===== src/rtl/plane_mover.sv =====
// plane_mover
//   Turns held direction requests from the button encoder into the player
//   plane's on-screen position. The position moves by STEP pixels on frame
//   ticks: once on the first tick after a press, again after HOLD_FRAMES
//   ticks, then every REPEAT_FRAMES ticks while the same direction is held.
//   Steps are clamped at the playfield limits. The game controller can
//   freeze movement or respawn the plane at its initial position.
//
// Ports
//   clk           system clock
//   rst           synchronous active-high reset
//   frame_tick_i  one-cycle pulse per video frame
//   move_en_i     direction request valid
//   direct_i      direction code (`UP, `DOWN, `LEFT, `RIGHT)
//   freeze_i      pause / game over: movement suppressed while high
//   respawn_i     one-cycle pulse: reload the initial position
//   pos_x_o       plane x (registered)
//   pos_y_o       plane y (registered)
//   moving_o      high while a press is active (PRESS, HOLD or REPEAT)
//   edge_hit_o    one-cycle pulse, aligned with the position update, when a
//                 step hit a limit
//
// Build option
//   PLANE_MOVER_WRAP_X_EN : when defined, horizontal steps that cross a limit
//                           wrap to the opposite limit instead of clamping.
//                           The vertical axis always clamps.

`ifndef UP
`define UP    2'b00
`endif
`ifndef DOWN
`define DOWN  2'b01
`endif
`ifndef LEFT
`define LEFT  2'b10
`endif
`ifndef RIGHT
`define RIGHT 2'b11
`endif

module plane_mover #(
    parameter int POS_W         = 10,
    parameter int X_MIN         = 0,
    parameter int X_MAX         = 600,
    parameter int Y_MIN         = 0,
    parameter int Y_MAX         = 440,
    parameter int X_INIT        = 300,
    parameter int Y_INIT        = 400,
    parameter int STEP          = 4,
    parameter int HOLD_FRAMES   = 8,
    parameter int REPEAT_FRAMES = 2
) (
    input  logic             clk,
    input  logic             rst,
    input  logic             frame_tick_i,
    input  logic             move_en_i,
    input  logic [1:0]       direct_i,
    input  logic             freeze_i,
    input  logic             respawn_i,
    output logic [POS_W-1:0] pos_x_o,
    output logic [POS_W-1:0] pos_y_o,
    output logic             moving_o,
    output logic             edge_hit_o
);

    localparam int CNT_MAX = (HOLD_FRAMES > REPEAT_FRAMES) ? HOLD_FRAMES : REPEAT_FRAMES;
    localparam int CNT_W   = $clog2(CNT_MAX + 1);

    localparam logic [CNT_W-1:0] HOLD_LAST   = CNT_W'(HOLD_FRAMES - 1);
    localparam logic [CNT_W-1:0] REPEAT_LAST = CNT_W'(REPEAT_FRAMES - 1);

    // Step arithmetic runs one bit wider than the position so that neither
    // y+STEP nor y-STEP can wrap before the limit comparison.
    localparam logic [POS_W:0]   STEP_W = (POS_W + 1)'(STEP);

    localparam logic [POS_W-1:0] X_MIN_P  = POS_W'(X_MIN);
    localparam logic [POS_W-1:0] X_MAX_P  = POS_W'(X_MAX);
    localparam logic [POS_W-1:0] Y_MIN_P  = POS_W'(Y_MIN);
    localparam logic [POS_W-1:0] Y_MAX_P  = POS_W'(Y_MAX);
    localparam logic [POS_W-1:0] X_INIT_P = POS_W'(X_INIT);
    localparam logic [POS_W-1:0] Y_INIT_P = POS_W'(Y_INIT);

`ifdef PLANE_MOVER_WRAP_X_EN
    localparam logic WRAP_X = 1'b1;
`else
    localparam logic WRAP_X = 1'b0;
`endif

    typedef enum logic [1:0] {
        S_IDLE,
        S_PRESS,
        S_HOLD,
        S_REPEAT
    } state_t;

    state_t           state_q, state_d;
    logic [CNT_W-1:0] cnt_q,   cnt_d;
    logic [1:0]       dir_q,   dir_d;
    logic [POS_W-1:0] x_q,     x_d;
    logic [POS_W-1:0] y_q,     y_d;
    logic             moving_q, moving_d;
    logic             hit_q,   hit_d;

    logic             do_step;
    logic [POS_W:0]   step_x;
    logic [POS_W:0]   step_y;

    // Returns {hit, new_pos}. A step that would cross a limit lands on that
    // limit (or on the opposite one when wrapping) and reports hit, even if
    // the position was already sitting on the limit.
    function automatic logic [POS_W:0] step_axis(
        input logic [POS_W-1:0] pos,
        input logic             dec,
        input logic             wrap,
        input logic [POS_W-1:0] lo,
        input logic [POS_W-1:0] hi
    );
        logic [POS_W:0]   p;
        logic [POS_W-1:0] nxt;
        logic             hit;
        p   = {1'b0, pos};
        hit = 1'b0;
        if (dec) begin
            if (p < ({1'b0, lo} + STEP_W)) begin
                hit = 1'b1;
                nxt = wrap ? hi : lo;
            end else begin
                nxt = POS_W'(p - STEP_W);
            end
        end else begin
            if ((p + STEP_W) > {1'b0, hi}) begin
                hit = 1'b1;
                nxt = wrap ? lo : hi;
            end else begin
                nxt = POS_W'(p + STEP_W);
            end
        end
        return {hit, nxt};
    endfunction

    assign step_x = step_axis(x_q, (dir_q == `LEFT), WRAP_X, X_MIN_P, X_MAX_P);
    assign step_y = step_axis(y_q, (dir_q == `UP),   1'b0,   Y_MIN_P, Y_MAX_P);

    always_comb begin
        state_d = state_q;
        cnt_d   = cnt_q;
        dir_d   = dir_q;
        x_d     = x_q;
        y_d     = y_q;
        hit_d   = 1'b0;
        do_step = 1'b0;

        if (respawn_i) begin
            x_d     = X_INIT_P;
            y_d     = Y_INIT_P;
            state_d = S_IDLE;
            cnt_d   = '0;
        end else if (freeze_i) begin
            state_d = S_IDLE;
            cnt_d   = '0;
        end else begin
            case (state_q)
                S_IDLE: begin
                    // A tick arriving together with the press is ignored;
                    // the first step waits for the next tick.
                    if (move_en_i) begin
                        dir_d   = direct_i;
                        state_d = S_PRESS;
                        cnt_d   = '0;
                    end
                end
                default: begin
                    if (!move_en_i) begin
                        state_d = S_IDLE;
                        cnt_d   = '0;
                    end else if (direct_i != dir_q) begin
                        // New direction behaves like a fresh press.
                        dir_d   = direct_i;
                        state_d = S_PRESS;
                        cnt_d   = '0;
                    end else if (frame_tick_i) begin
                        case (state_q)
                            S_PRESS: begin
                                do_step = 1'b1;
                                cnt_d   = '0;
                                state_d = S_HOLD;
                            end
                            S_HOLD: begin
                                if (cnt_q == HOLD_LAST) begin
                                    do_step = 1'b1;
                                    cnt_d   = '0;
                                    state_d = S_REPEAT;
                                end else begin
                                    cnt_d = cnt_q + CNT_W'(1);
                                end
                            end
                            default: begin
                                if (cnt_q == REPEAT_LAST) begin
                                    do_step = 1'b1;
                                    cnt_d   = '0;
                                end else begin
                                    cnt_d = cnt_q + CNT_W'(1);
                                end
                            end
                        endcase
                    end
                end
            endcase
        end

        if (do_step) begin
            if ((dir_q == `LEFT) || (dir_q == `RIGHT)) begin
                x_d   = step_x[POS_W-1:0];
                hit_d = step_x[POS_W];
            end else begin
                y_d   = step_y[POS_W-1:0];
                hit_d = step_y[POS_W];
            end
        end

        moving_d = (state_d != S_IDLE);
    end

    always_ff @(posedge clk) begin
        if (rst) begin
            state_q  <= S_IDLE;
            cnt_q    <= '0;
            dir_q    <= `DOWN;
            x_q      <= X_INIT_P;
            y_q      <= Y_INIT_P;
            moving_q <= 1'b0;
            hit_q    <= 1'b0;
        end else begin
            state_q  <= state_d;
            cnt_q    <= cnt_d;
            dir_q    <= dir_d;
            x_q      <= x_d;
            y_q      <= y_d;
            moving_q <= moving_d;
            hit_q    <= hit_d;
        end
    end

    assign pos_x_o    = x_q;
    assign pos_y_o    = y_q;
    assign moving_o   = moving_q;
    assign edge_hit_o = hit_q;

endmodule


===== config.mk =====
export PLATFORM = sky130hd
export DESIGN_NAME = plane_mover
export DESIGN_NICKNAME = d
export VERILOG_FILES = /design/src/rtl/plane_mover.sv
export SDC_FILE = /design/constraint.sdc
export NUM_CORES = 1
export LEC_CHECK = 0
export CAP_MARGIN = 25
export CORE_MARGIN = 5
export CORE_UTILIZATION = 25
export CTS_BUF_LIST = sky130_fd_sc_hd__clkbuf_4
export DETAILED_ROUTE_END_ITERATION = 10
export GPL_TIMING_DRIVEN = 0
export PLACE_DENSITY = 0.52
export SLEW_MARGIN = 10
export SYNTH_ARGS = -nofsm -noshare
export SYNTH_HDL_FRONTEND = slang
export SYNTH_SLANG_ARGS = --single-unit

===== constraint.sdc =====
create_clock -name clk -period 3.24 [get_ports clk]
set_clock_uncertainty 0.15 [all_clocks]
set_input_delay 0.648 -clock clk [delete_from_list [all_inputs] [get_ports clk]]
set_output_delay 0.648 -clock clk [all_outputs]
set_load 0.005 [all_outputs]

==> flow_summary.yaml, run 1 <==
finish:
  final_net_count: 374
  synthToLayoutAreaGrowth_pct: 20.4
  layout-drive-gt1-share_pct: 11.0
  num_antenna_cells: 0
clock_network:
  clock_sinks: 30
  hold_buffers: 0
  htreeDepth: 2
  clk_pin_slew_ns: 0.10
  cts_setup_buffers: 0
  cts_resized: 0
  numCtsBuffers: 5
  clock_tree.root_cell: "clkbuf_4"
  worstSkewPairLatency_ns: 0.34
  cts_tree: "yes"
  cts_buffer_depth: 2
power_and_ir_drop:
  seqPwrFrac_pct: 55.0
  switching_power_w: 0.000192
  p_clk_share_pct: 35.5
  intPower_w: 0.000487
  irDropWorstVdd_mv: 0.106
  switching_share_pct: 28.3
  power_density_nw_per_um2: 225
  power_frac_comb_pct: 9.5
  total_leakage_power_nw: 1.03
  finalPower_w: 0.000679
synth:
  synth_flop_cell: "dfxtp_1"
  yosys.cell_types.count: 65
  syn_area_um2: 2510
  syn-num-nets: 338
  synth_compound_area_share_pct: 25.2
  netlist_instances: 319
  yosysSeqAreaShare_pct: 24.0
  synth_xor_area_share_pct: 5.94
  synth_edf_count: 0
  ys_warn_count: 0
  synth-simple-area-share_pct: 30.5
  avgSynthCellArea_um2: 7.86
  async_flop_share_pct: 0
  synth_top_family_by_area: "simple AND/OR/NAND/NOR gates"
  synth_fa_ha_area_share_pct: 5.49
  synth_seq_cells: 30
  synthMuxAreaShare_pct: 2.50
place:
  hpwl_um: 5210
  gp_congestion: 0.862
  io_buffers: 29
  dpl_worst_slack_ns: 0.0661
sta:
  rsz0062_at_grt: "no"
  post-route-min-period_ns: 2.86
  worstMarginPinSlew_ns: 0.546
  holdWs_ns: 0.352
  period_share_pct: 88.2
  fin_tns_setup_ns: 0
  hold_viol: 0
  max_freq_mhz: 350
  max_slew_margin_pct: 63.6
  slew_violations: 0
  fin_ws_ns: 0.382
  setup_viol_count_final: 0
global_routing:
  antenna_found_initial: 0
  grtUsageTotal_pct: 12.1
  grt_pass1_wl_um: 11700
  grt_overflow: 0
  grt_pass1_vias: 2354
  grt_max_degree: 11
routing:
  drc: 0
  wl_per_cell_um: 14.5
  dr.pass1.iters: 4
  ant_nets: 0
  drtIter0Drc: 137
  drt_wl_total_um: 7080
  vias: 2479
  vias_per_cell: 5.07
outcome:
  status: "complete, no violations"
job:
  maxCapViolCount: 0
setup_path:
  critPathMaxFanout: 7
  critPathRequiredTime_ns: 3.30
  worstSetupPathType: "in -> reg"
  r2r_setup_slack_ns: 0.43
  crit_path_end_kind: "flop"
  setup.worst_path.start_class: "primary input"
  crit_arrival_ns: 2.92
worst_hold_path:
  hp-class: "reg -> reg"
floorplanning:
  initial_core_util_pct: 25.7
  die_area_um2: 12100
  dieWidth_um: 110
  rows: 36
  boundaryPins: 30
  core_area_um2: 9770
  dieHeight_um: 110
## critical path, stage by stage
cell	delay, ns
clkdlybuf4s50_1	0.45
xnor2_1	0.27
and3b_1	0.20
clkbuf_1	0.24
nand4_1	0.35
a211oi_1	0.37
a2bb2oi_1	0.30
nor3b_1	0.09
## routing by layer
metal  GRT usage (%)  part of all wire, %  wire [um]  vias up
met5               0                    0          0        -
met4            4.66                  2.1        148        0
met3            1.98                  5.1        364       14
met2            18.0                   44       3110       59
met1            17.3                   49       3460     1157
li1                -                    -          -     1249
## cell usage after synthesis (3+ instances only)
library cell	n	area share, %
ha_1	11	5.5
a31oi_1	3	0.75
mux2i_1	4	1.6
o21a_1	4	1.2
o21ai_1	9	1.8
xor2_1	7	2.4
o21ai_0	17	3.4
nor2b_1	6	1.5
xnor2_1	10	3.5
nand4_1	5	1.2
nor2_1	24	3.6
a21oi_1	17	3.4
nor3_1	10	2.0
nor3b_1	5	1.5
buf_6	3	1.3
or3_1	5	1.2
dfxtp_1	30	24
nand3b_1	3	0.90
nand3_1	12	2.4
nand2_1	19	2.8
inv_1	13	1.9
clkbuf_1	8	1.2
o31ai_1	3	0.90
buf_2	9	1.8
nor4b_1	3	1.0
nor3b_2	3	1.5
nand2b_1	11	2.7
a211oi_1	5	1.5
and2_1	4	1.0
a211o_1	4	1.4
nor3_2	3	1.2
## path summary, 6_finish.rpt
kind | startpoint | endpoint | cells past startpoint
worst max-delay path | direct_i[1] | pos_x_o[1] | 8
worst min-delay path | pos_y_o[0] | pos_y_o[0] | 1
worst max register to register | state_q[0] | pos_x_o[1] | 8
worst min register to register | pos_y_o[0] | pos_y_o[0] | 1
## cells in the final DEF, fill, tap and decap left out, drive strengths merged, types with 5 or more instances in the layout
cell,count
nor3b,8
clkbuf,14
nor2b,6
nor3,13
ha,11
and2,5
nand2b,11
a211oi,7
xnor2,10
xor2,7
dfxtp,30
or3,5
clkdlybuf4s50,29
nand3,12
a21oi,17
buf,13
inv,13
nor4b,5
nand2,19
o21ai,26
nand4,5
nor2,24
## sequential cells by signal (all words and copies together), names as in the netlist
register    cells
cnt_q           4
dir_q           2
edge_hit_o      1
moving_o        1
pos_x_o        10
pos_y_o        10
state_q         2
## kinds of logic after synthesis
group           count (synthesis)
xor+xnor                       17
simple gates                  129
mux                             6
buf+inv                        34
fa+ha+maj                      11
compound gates                 92
flops                          30
## cell type report
type	instances	area, um^2
inverters	13	48.8
fillers	1085	6760
clock inverters	2	8.76
multi-input cells	255	1750
well taps	133	166
repair buffers	29	290
clock buffers	6	45.0
plain buffers	21	113
flip-flops and latches	30	601
## power groups by stage
stage / Sequential (W) / Combinational, W / Clock (W)
floorplan: 0.000381 / 0.0000390 / 0
global placement: 0.000382 / 0.0000635 / 0
detailed placement: 0.000382 / 0.0000640 / 0
CTS: 0.000374 / 0.0000644 / 0.000254
global route: 0.000374 / 0.0000715 / 0.000263
finish: 0.000374 / 0.0000647 / 0.000241
## stage by stage
stage | std cells | cell area [um^2] | utilization (%)
2_1_floorplan | 319 | 2510 | -
3_3_place_gp | 481 | 2960 | 30.3
3_5_place_dp | 481 | 2960 | 30.3
4_1_cts | 489 | 3020 | 30.9
5_1_grt | 489 | 3020 | 30.9
6_report | 489 | 3020 | 30.9
No activity file was read; power rests on OpenSTA's default activity.
==> run 2: changes to the inputs <==
CAP_MARGIN = not set   (was 25)
CTS_CLUSTER_SIZE = 20   (was not set)
==> results of run 2 <==
Same layout as run 1: the final DEF is identical, and so are final timing and power.
==> variant 1, RTL diff (config.mk and constraints of run 2) <==
The output `moving_o` loses its register stage (`moving_q` becomes a continuous assignment).
--- a/src/rtl/plane_mover.sv
+++ b/src/rtl/plane_mover.sv
@@ -230,3 +230,2 @@
             y_q      <= Y_INIT_P;
-            moving_q <= 1'b0;
             hit_q    <= 1'b0;
@@ -238,3 +237,2 @@
             y_q      <= y_d;
-            moving_q <= moving_d;
             hit_q    <= hit_d;
@@ -242,2 +240,4 @@
     end
+
+    assign moving_q = moving_d;
 
Function: changed (Yosys sat finds a counterexample within 4 cycles, from zero or initial values and one cycle with rst high).
==> variant 1 against run 2 <==
Via count up 10%. Cell count increased by 4.5%. Critical path type is now in -> out. Largest power group unchanged. Routed wire length grew 10%. Synthesized cell count increased by 6.9%. Die area up 1.7%. Sequential cell count is 1 lower. Count of clock-buffer cells in the layout decreased by 1. Area after synthesis up 1.8%. Largest cell class unchanged. Power decreased by 2.2%. Sequential share of layout area decreased by 1.0 points. Maximum frequency decreased by 2.2%. Cell area increased by 2.4%. Worst setup slack lost 0.066 ns.
==> variant 1: results (changes against run 2) <==
Power
  – Maximum vdd ir drop: 0.1202 mV (+14%)
  – Standby leakage power: 1.081 nW (+4.7%)

Synth
  – Number of distinct library cell variants in the gate-level netlist after synthesis: 66 (+1.5%)
  – Sequential-to-total area share from yosys stat: 22.73% (-1.2 points)
  – List of most frequent post-synthesis cells: nand2_1 (34), dfxtp_1 (29), o21ai_0 (28)
  – Fraction of the mapped netlist area in compound gates: 25.33% (+0.13 points)
  – Portion of netlist area occupied by mux cells: 2.352% (-0.14 points)
  – Parity-gate share of the synthesized area counting xor and xnor cells: 3.381% (-2.6 points)
  – Number of standard cells after synthesis: 341 (+6.9%)
  – Adder and majority gate portion of the synthesized area: 5.390% (-0.10 points)
  – Biggest area contributors in the synthesized netlist: dfxtp_1 (23%), o21ai_0 (5.5%), ha_1 (5.4%), nand2_1 (5.0%), nor2_1 (3.7%)
  – Total nets after synthesis: 360 (+6.5%)

Placed design
  – DP HPWL: 5.801 mm (+11%)
  – Global placer's final weighted congestion: 0.8409 (-2.4%)
  – IO buf count: 28 (-3.4%)
  – Cell count after placement: 502 (+4.4%)

Routing
  – Metal-1 WL: 3.859 mm (+12%)
  – DR vias/cell: 5.344 (+5.4%)
  – Met2 layer wire length in the routed design: 3.475 mm (+12%)
  – Drt first-iter violations: 187 (+36%)
  – Routed len/inst: 15.24 um (+5.2%)
  – Top routing layer used: met4
  – Sum of routed wire length over all layers: 7.789 mm (+10%)
  – Detail Route met3 WL: 285 um (-22%)

Clock network
  – CTS buffer count: 5 (unchanged)
  – Clock H-tree levels: 2 (unchanged)

Global route
  – Global-route usage over all layers: 12.69% (+0.62 points)
  – Number of global-route vias before repair: 2,622 (+11%)
  – Pin count of the biggest net entering global routing: 12 (+1)
  – First-pass GRT wire length: 13.36 mm (+14%)

Run status
  – Run status: completed

Cells and area
  – Proportion of layout cells with a drive suffix above 1: 10.85% (-0.11 points)
  – Layout net count: 396 (+5.9%)
  – Total of fill cells in the finished design: 1,060 (-2.3%)

Timing
  – Worst slew pin tran: 0.7216 ns (+0.1759 ns)

Worst setup path
  – Peak fanout along the critical path: 5 (-2)
  – Data arrival time of the critical path: 2.13 ns (-0.79 ns)
==> variant 1: cell count changes in the layout (fill, tap and decap cells not counted), sizes merged, moves of 5 or more <==
cell and delta:
xnor2 -6, and3 +5, nand2b -5, buf -7, nand2 +15, nand3 +5, a211oi -7, clkbuf +7
nor3 +5
==> variant 1: cells by family after synthesis <==
family	count (synthesis)
and+or+nand+nor	161
AOI/OAI and AO/OA	93
buffers and inverters	32
DFF	29
adders and majority gates	11
xor gates and xnor gates	9
muxes	6
==> variant 1: worst paths after layout <==
check | cells past startpoint | slack (ns) | to | startpoint
worst max-delay path | 8 | 0.32 | moving_o | direct_i[0]
worst min-delay path | 1 | 0.33 | pos_y_o[1] | pos_y_o[1]
worst max register to register | 8 | 0.42 | edge_hit_o | pos_y_o[2]
worst min register to register | 1 | 0.33 | pos_y_o[1] | pos_y_o[1]
==> variant 1: per-stage QoR <==
stage	TNS [ns]	setup slack, ns	utilization (%)	instance area [um^2]	power (mW)
detailed placement	-0.1115	-0.1115	30.42	3000	0.4397
global placement	-0.1217	-0.1217	30.42	3000	0.4400
CTS	0	0.002425	31.19	3077	0.6706
finish	0	0.3160	31.34	3092	0.6641
global route	0	0.1645	31.34	3092	0.6929
floorplan	0	0.8888	-	2554	0.4121
==> variant 1: layout make-up <==
type / instances / area [um^2] / share of cell area, %
multi-input cells: 280 / 1873 / 60.58
flip-flops and latches: 29 / 583.1 / 18.86
repair buffers: 29 / 290.3 / 9.389
well taps: 133 / 166.4 / 5.382
plain buffers: 21 / 87.58 / 2.833
inverters: 11 / 41.29 / 1.335
clock buffers: 5 / 37.54 / 1.214
clock inverters: 3 / 12.51 / 0.4047
==> variant 1: repair_timing <==
| item | 4_1_cts | 5_1_grt |
|---|---|---|
| resized for setup | 7 | 3 |
| setup endpoints to repair | 1 | 1 |
| pin swaps | 0 | 1 |
| setup buffers | 0 | 1 |
==> variant 1: routing by layer <==
metal,global-route usage [%],vias up
met2,19.66,76
met5,0,-
li1,-,1343
met4,3.650,0
met1,18.18,1299
met3,1.965,13
==> variant 1: worst max-delay path, cell delays in order <==
cell,delay [ns]
clkdlybuf4s50_1,0.52
xor2_2,0.35
nor3_2,0.09
o211ai_1,0.11
nand2_1,0.07
nand2_1,0.09
nand2_1,0.08
dlymetal6s2s_1,0.17
==> variant 1: where the power goes <==
group | switching (mW) | leakage (nW) | internal, mW
clock | 0.150 | 0.0300 | 0.0785
combinational | 0.0490 | 0.816 | 0.0271
sequential | 0.00186 | 0.235 | 0.358
==> variant 2, RTL diff (flow settings as in run 2) <==
Made on the original files. The option `PLANE_MOVER_WRAP_X_EN` is turned on by a define.
--- a/src/rtl/plane_mover.sv
+++ b/src/rtl/plane_mover.sv
@@ -26,2 +26,4 @@
 //                           The vertical axis always clamps.
+
+`define PLANE_MOVER_WRAP_X_EN
 
Formal check against the unedited RTL: same outputs for any inputs over 10 cycles, from zero or initial values and one cycle with rst high; that may be too few to reach the edited logic, so the function may still have changed.
==> variant 2 against run 2 <==
Power up 11%. Sequential share of layout area grew 0.14 points. Largest cell class unchanged. Routed wire length up 2.1%. Area after synthesis fell by 2.4%. Global-route usage increased by 0.82 points. Synthesized cell count rose by 1.3%. Sequential cell count unchanged. Cell area shrank 0.70%. Sequential power hardly changed. Critical path depth up 1. Clock power is 29% higher. Worst setup slack worse by 0.19 ns. Register-to-register slack worse by 0.24 ns. Critical endpoint is now pos_x_o[9].
==> variant 2: results (changes against run 2) <==
Run status
  – Run status: completed

Global route
  – Number of global-route vias before repair: 2,508 (+6.5%)
  – First-pass GRT wire length: 12.50 mm (+6.8%)
  – Pin count of the biggest net entering global routing: 12 (+1)
  – Global-route usage over all layers: 12.89% (+0.82 points)
  – GR Util met1: 17.72% (+0.44 points)
  – Global-route track usage on met3: 2.309% (+0.33 points)
  – Met2 capacity usage during global routing: 20.66% (+2.6 points)

Synth
  – List of most frequent post-synthesis cells: nor2_1 (31), dfxtp_1 (30), a21oi_1 (26)
  – Cell with the most instances after synthesis: nor2_1
  – Total nets after synthesis: 342 (+1.2%)
  – Number of distinct library cell variants in the gate-level netlist after synthesis: 66 (+1.5%)
  – Biggest area contributors in the synthesized netlist: dfxtp_1 (25%), ha_1 (5.6%), a21oi_1 (5.3%), nor2_1 (4.8%), nand3_1 (3.3%)
  – Sequential-to-total area share from yosys stat: 24.55% (+0.60 points)

Clock network
  – CTS buffer count: 5 (unchanged)
  – CTS Root Cell: clkbuf_4
  – Post-CTS Setup Bufs: 0 (unchanged)
  – Clock H-tree levels: 2 (unchanged)

Placed design
  – DP HPWL: 5.384 mm (+3.4%)
  – Global placer's final weighted congestion: 0.8105 (-5.9%)
  – Placement-stage cell area: 2903 um^2 (-2.1%)

Power
  – Maximum vdd ir drop: 0.1457 mV (+38%)
  – Standby leakage power: 1.007 nW (-2.5%)

Cells and area
  – Proportion of layout cells with a drive suffix above 1: 9.722% (-1.2 points)

Worst setup path
  – Data arrival time of the critical path: 3.19 ns (+0.27 ns)
  – Largest stage delay on the critical path: 0.59 ns (+0.14 ns)
  – Slowest cell on the critical path: nor4b_1
  – Kind of cell adding the most delay to the critical path: simple AND/OR/NAND/NOR gates
  – Peak fanout along the critical path: 10 (+3)

Timing
  – Worst slew pin tran: 0.7249 ns (+0.1791 ns)
  – Count of final max-slew check failures: 0 (unchanged)

Routing
  – Routed len/inst: 14.67 um (+1.3%)
  – DR vias/cell: 5.199 (+2.5%)
  – Drt first-iter violations: 210 (+53%)
## variant 2: cell types whose count changed after synthesis, moves of 5 or more
cell             run 2  this run
o21ai_0             17        12
xnor2_1             10         5
a21oi_1             17        26
nor2_1              24        31
o21ai_1              9         0
a31oi_1              3        10
clkbuf_1             8        13
## variant 2: cells by family (layout without fill, tap and decap cells)
kind of cell             after synthesis  after routing  share of synthesized area (%)
AO/OA/AOI/OAI                        108            108                          30.90
XOR/XNOR                               9              9                          3.222
adder cells (fa/ha/maj)               11             11                          5.627
buffers and inverters                 36             73                          5.882
flip-flops                            30             30                          24.55
multiplexers                           2              2                         0.8695
AND/OR/NAND/NOR                      127            127                          28.95
## variant 2: what timing repair did
action | 4_1_cts | 5_1_grt
resized for setup | 0 | 3
endpoints found under the hold margin | 0 | 0
endpoints found under the setup margin | 0 | 3
## variant 2: where the power goes
part | internal (mW) | switching [mW]
Clock | 0.160 | 0.151
Combinational | 0.0262 | 0.0443
Sequential | 0.371 | 0.00176
Total | 0.557 | 0.197
## variant 2: worst reg2reg max path, delay by kind of cell (launching register included)
family                     cells  cell delay, ns
and+or+nand+nor                4            1.31
AOI/OAI and AO/OA              2            0.43
adders and majority gates      1            0.40
DFF                            1            0.39
buffers and inverters          2            0.33
## variant 2: per-layer routing
layer / up-vias / share of wire (%)
met1: 1199 / 50
met2: 71 / 44
li1: 1288 / -
met3: 5 / 5.2
met4: 0 / 1.1
met5: - / 0
## variant 2: path summary, 6_finish.rpt
check | cells past startpoint | start | slack [ns] | end
worst max-delay path | 9 | state_q[0] | 0.19 | pos_x_o[9]
worst min-delay path | 1 | pos_x_o[1] | 0.35 | pos_x_o[1]
worst max register to register | 9 | state_q[0] | 0.19 | pos_x_o[9]
worst min register to register | 1 | pos_x_o[1] | 0.35 | pos_x_o[1]
## variant 2: area by class of cell
class	instances	area, um^2
Timing Repair Buffer	29	290.3
Fill cell	1083	6643
Sequential cell	30	600.6
Multi-Input combinational cell	257	1718
Buffer	21	87.58
Inverter	15	56.30
Clock inverter	3	40.04
Tap cell	133	166.4
Clock buffer	5	37.54
## variant 2: stage by stage
step	utilization [%]	cells	TNS [ns]	setup WS, ns	hold slack [ns]
2_1_floorplan	-	323	0	0.6680	0.3269
3_3_place_gp	30.11	485	-0.4141	-0.1319	0.3237
3_5_place_dp	30.11	485	-0.5477	-0.1647	0.3291
4_1_cts	30.92	493	0	0.1720	0.3485
5_1_grt	31.09	493	0	0.02283	0.3630
6_report	31.09	493	0	0.1935	0.3462
